[src/rtl/alu_cmd_sequencer.sv]
// Command FIFO and pin sequencer for tiny_4bit_alu: holds each {op,A,B} on the ALU pins
// for SETTLE cycles, samples uo_out and returns it in order on a valid/ready port.
module alu_cmd_sequencer #(
   parameter int DEPTH  = 4,
   parameter int SETTLE = 2
) (
   input  logic                   clk,
   input  logic                   rst,
   input  logic                   cmd_valid,
   output logic                   cmd_ready,
   input  logic [3:0]             cmd_op,
   input  logic [3:0]             cmd_a,
   input  logic [3:0]             cmd_b,
   output logic [7:0]             alu_ui,
   output logic [7:0]             alu_uio,
   input  logic [7:0]             alu_uo,
   output logic                   rsp_valid,
   input  logic                   rsp_ready,
   output logic [3:0]             rsp_result,
   output logic [3:0]             rsp_flags,
   output logic [3:0]             rsp_op,
   output logic [$clog2(DEPTH):0] level,
   output logic                   busy
);

   localparam int AW = $clog2(DEPTH);
   localparam int LW = AW + 1;
   localparam int CW = $clog2(SETTLE + 1);

   // PASS_B with B=0: harmless to the ALU register file
   localparam logic [7:0] IDLE_UI  = 8'h00;
   localparam logic [7:0] IDLE_UIO = 8'h07;

   typedef enum logic [1:0] {IDLE, DRIVE, RESP} state_t;

   typedef struct packed {
      logic [3:0] op;
      logic [3:0] b;
      logic [3:0] a;
   } cmd_t;

   state_t        state;
   cmd_t          mem [DEPTH];
   cmd_t          head;
   logic [AW-1:0] wr_ptr;
   logic [AW-1:0] rd_ptr;
   logic [CW-1:0] cnt;
   logic          push;
   logic          pop;

   assign cmd_ready = (level < LW'(DEPTH));
   assign push      = cmd_valid && cmd_ready;
   assign pop       = (level != '0) && ((state == IDLE) || ((state == RESP) && rsp_ready));
   assign head      = mem[rd_ptr];
   assign busy      = (state != IDLE) || (level != '0);

   // NOTE: the storage array is deliberately not reset; level guarantees no stale entry is read.
   always_ff @(posedge clk) begin
      if (push) mem[wr_ptr] <= '{op: cmd_op, b: cmd_b, a: cmd_a};
   end

   // NOTE: all state uses non-blocking assignments so every register samples pre-edge values.
   always_ff @(posedge clk or posedge rst) begin
      if (rst) begin
         wr_ptr <= '0;
         rd_ptr <= '0;
         level  <= '0;
      end else begin
         if (push) wr_ptr <= wr_ptr + 1'b1;
         if (pop)  rd_ptr <= rd_ptr + 1'b1;
         level <= level + LW'(push) - LW'(pop);
      end
   end

   always_ff @(posedge clk or posedge rst) begin
      if (rst) begin
         state      <= IDLE;
         cnt        <= '0;
         alu_ui     <= IDLE_UI;
         alu_uio    <= IDLE_UIO;
         rsp_valid  <= 1'b0;
         rsp_result <= '0;
         rsp_flags  <= '0;
         rsp_op     <= '0;
      end else begin
         case (state)
            DRIVE: begin
               if (cnt == CW'(1)) begin
                  rsp_result <= alu_uo[3:0];
                  rsp_flags  <= alu_uo[7:4];
                  rsp_valid  <= 1'b1;
                  alu_ui     <= IDLE_UI;
                  alu_uio    <= IDLE_UIO;
                  state      <= RESP;
               end else begin
                  cnt <= cnt - 1'b1;
               end
            end
            RESP: begin
               if (rsp_ready) begin
                  rsp_valid <= 1'b0;
                  state     <= IDLE;
               end
            end
            default: state <= IDLE;
         endcase

         // NOTE: placed after the case so a back-to-back pop in RESP overrides the IDLE fallback.
         if (pop) begin
            alu_ui  <= {head.b, head.a};
            alu_uio <= {4'b0000, head.op};
            rsp_op  <= head.op;
            cnt     <= CW'(SETTLE);
            state   <= DRIVE;
         end
      end
   end

endmodule

[config.mk]
export PLATFORM = sky130hd
export DESIGN_NAME = alu_cmd_sequencer
export DESIGN_NICKNAME = d
export VERILOG_FILES = /design/src/rtl/alu_cmd_sequencer.sv
export SDC_FILE = /design/constraint.sdc
export NUM_CORES = 1
export LEC_CHECK = 0
export ABC_AREA = 0
export CAP_MARGIN = 20
export CORE_MARGIN = 2
export CORE_UTILIZATION = 40
export CTS_CLUSTER_SIZE = 16
export DETAILED_ROUTE_END_ITERATION = 8
export PLACE_DENSITY = 0.75
export SYNTH_ARGS = -nofsm -noshare
export SYNTH_HDL_FRONTEND = slang
export SYNTH_SLANG_ARGS = --single-unit
[constraint.sdc]
create_clock -name clk -period 2.86 [get_ports clk]
set_clock_uncertainty 0.15 [all_clocks]
set_input_delay 0.572 -clock clk [delete_from_list [all_inputs] [get_ports clk]]
set_output_delay 0.572 -clock clk [all_outputs]
set_load 0.005 [all_outputs]
==> metrics.md <==
| Metric | Value |
|---|---|
| Peak Freq | `372 MHz` |
| Peak VDD IR | `about 0.31 mV` |
| CTS H-tree lvls | `3` |
| Ys Warns | `0` |
| CP endpoint kind | `output port` |
| Slowest cell on crit path | `clkdlybuf4s50_1` |
| Largest delay share family, worst path | `simple AND/OR/NAND/NOR gates` |
| Clock Sinks | `84` |
| Syn Inst Count | `230` |
| Max Used Layer | `met4` |
| Tightest Pin Transition | `between 0.7 and 0.8 ns` |
| Buf+Inv Stages, Crit Path | `1` |
| Final hold vios | `0` |
| Arrival @ worst endpoint | `approximately 2.0 ns` |
| Critical Path Stages | `3` |
| Setup violations, final | `0` |
| Seq cells post-synth | `84` |
| Hold Path Class | `reg2reg` |
| I/O pins | `58` |
| Util after Layout | `between 50% and 60%` |
| Antenna Cells | `0` |
| FFs w/ async S/R, synth | `42.9%` |
| Total net switching power | `between 0.001 and 0.0015 W` |
| Root cell of the clock tree | `clkbuf_8` |
| Via-per-instance ratio | `between 4 and 5` |
| Pin count of the biggest net entering global routing | `37` |
| Sequential area share after synthesis | `69.5%` |
| Worst hold path depth | `2` |
| Final Cycle Share | `a little over nine tenths` |
| Yosys cell types | `30` |
| Max Root-Sink Buffers | `2` |
| Metal3 WL | `343 µm` |
| Largest stage delay on the critical path | `0.48 ns` |
| Synth top area share | `between 40% and 50%` |
| FF-to-FF path depth | `8` |
| Multi-input gate area | `881 µm²` |
| Post-Route Setup TNS | `0 ns` |
| Detailed-route DRC error count | `0` |
| Dpl hpwl | `just over 4000 µm` |
| WP data required | `2.14 ns` |
| Post-Syn Area per Cell | `14.7 µm²` |
| Internal | `around 0.0029 W` |
| Max-cap violations | `0` |
| Chip Width | `about 96 µm` |
| Comb power frac | `about 37%` |
| Die Span Y | `about 96 µm` |
| Initial Utilization | `about two fifths` |
| Final Max Slew Viols | `0` |
| Switching share of power | `31.4%` |
| Most frequent CP cell | `or3_1` |
| DRT antenna net count | `0` |
| Most frequent cells in the layout | `53 x clkdlybuf4s50_1, 48 x edfxtp_1, 35 x nand2_1, 33 x dfrtp_1, 18 x o21ai_0` |
| Post-DR wirelength/cell | `~15 µm` |
| Layout cell share with drive strength beyond 1 | `between 10% and 20%` |
| Cell Chain, Critical Path | `or3_1 > or3_1 > clkdlybuf4s50_1` |
| Clock power frac | `~20%` |
| Number of global-route vias before repair | `approximately 2k` |
| Top FF cell, synth | `edfxtp_1` |
| CP max FO | `3` |
| Leading area contributor after synthesis | `edfxtp_1` |
| IO buf count | `53` |
| Via count | `between 1.5k and 2k` |
| First-pass GRT wire length | `roughly 9900 µm` |
| Post_cts resized | `0` |
| Status | `completed` |
| Top area cells in the synthesized netlist | `edfxtp_1 43%, dfrtp_1 24%, mux4_2 8.0%` |
| Clock slew at reported path FFs | `around 0.090 ns` |
| Hold slack | `around 0.34 ns` |
| Reg area | `2350 µm²` |
| Wl on met1 | `~2700 µm` |
| Crit path kind | `reg2out` |
| Drt initial violations | `39` |
| RSZ-0062 raised after global routing | `no` |
| Clk_lat worst skew | `0.35 ns` |
| Area of the die | `just over 9000 µm²` |
| Initial antenna violation count | `0` |
| GPL Wtd Cong | `between 0.7 and 0.8` |
| P_leak | `between 1.5 and 2 nW` |
| Fill cells | `roughly 720` |
| Crit start category | `flip-flop` |
| Placed cells | `386` |
| Number of CTS-inserted buffers | `9` |
| Met2 wire length | `just under 3000 µm` |
| Finished Layout Cells | `between 400 and 500` |
| Number of synthesized flops with an enable pin | `48` |
| Tmin final | `roughly 2.7 ns` |
| P per Cell Area | `1020 nW/µm²` |
| Seq pwr share | `between 40% and 50%` |
| Total Wirelength | `approximately 6000 µm` |
| TritonRoute pass-1 iters | `4` |
| Total track usage | `roughly 15%` |
| Area Growth Syn to Fin | `25.4%` |
| Grt total ovfl | `0` |
| Hold_buf cts | `0` |
| Cell Rows | `33` |
| CTS tree | `built` |
| Setup bufs post-CTS | `0` |
| Final #Nets | `roughly 320` |
| Core Area | `8180 µm²` |
| Netlist Area Pre-Place | `about 3400 µm²` |
| Commonest non-fill, non-tap cell in the layout | `clkdlybuf4s50_1` |
| Rel. slew slack | `50.9%` |
-- final timing paths --
check / start / slack [ns] / to
min: rsp_flags[1] / 0.34 / rsp_flags[1]
min in group asynchronous: rst / 0.47 / rsp_op[1]
min reg2reg: rsp_flags[1] / 0.34 / rsp_flags[1]
max: level[1] / 0.17 / busy
max reg2reg: level[1] / 0.44 / level[2]
max in group asynchronous: rst / 1.75 / alu_uio[2]
-- power by group through the flow --
| stage | clock network [W] | logic, W | registers [W] |
|---|---|---|---|
| global placement | 0 | 0.00156 | 0.00189 |
| detailed placement | 0 | 0.00160 | 0.00191 |
| floorplan | 0 | 0.000959 | 0.00186 |
| CTS | 0.000877 | 0.00161 | 0.00188 |
| finish | 0.000849 | 0.00158 | 0.00188 |
| global route | 0.000924 | 0.00179 | 0.00192 |
-- layout make-up --
class	count	area share, %
Timing Repair Buffer	64	14.5
Sequential cell	84	55.4
Clock inverter	7	1.89
Tap cell	105	3.10
Clock buffer	9	2.93
Multi-Input combinational cell	118	20.8
Inverter	15	1.33
-- worst reg2reg max path: stages, from the launching register on --
cell and delay (ns):
dfrtp_1 0.40, or3_1 0.42, and3_4 0.20, ha_1 0.28, inv_1 0.04, ha_1 0.18
fa_1 0.38, xnor2_1 0.18, xnor2_1 0.13
-- per-layer routing --
layer / up-vias / GRT usage (%)
met1: 952 / 18.5
met5: - / 0
met3: 6 / 4.46
met4: 0 / 6.79
li1: 932 / -
met2: 48 / 23.6
-- state kept, by name, summed over array words and instances (netlist names) --
signal / count
rsp_result: 4
rd_ptr: 2
wr_ptr: 2
level: 3
cnt: 2
alu_ui: 8
rsp_flags: 4
rsp_op: 4
mem: 48
state: 2
rsp_valid: 1
alu_uio: 4
-- cell usage after synthesis, types with 2 or more instances --
master    instances
dfstp_2           3
clkbuf_1          5
buf_4             4
edfxtp_1         48
buf_6             3
inv_1            15
nor2_1            6
nand2_1          35
dfrtp_1          33
a21oi_1           2
mux4_2           12
nand4_1          13
buf_2             3
ha_1              7
o21ai_0          18
and2_1            4
or3_1             2
xnor2_1           5
-- logic make-up after synthesis --
| kind of cell | after synthesis | synth area share [%] |
|---|---|---|
| flops | 84 | 69.5 |
| mux | 12 | 8.01 |
| buf+inv | 31 | 4.67 |
| compound gates | 21 | 3.23 |
| fa+ha+maj | 8 | 3.19 |
| simple gates | 67 | 9.68 |
| other cells | 1 | 0.111 |
| xor+xnor | 6 | 1.56 |
-- through the flow --
step	power (W)	area (µm²)	setup WS, ns
2_1_floorplan	0.00282	3380	0.326
3_3_place_gp	0.00345	4030	0.107
3_5_place_dp	0.00351	4030	0.0798
4_1_cts	0.00437	4230	0.147
5_1_grt	0.00463	4230	0.101
6_report	0.00430	4230	0.169
(Power assumes the default switching activity.)
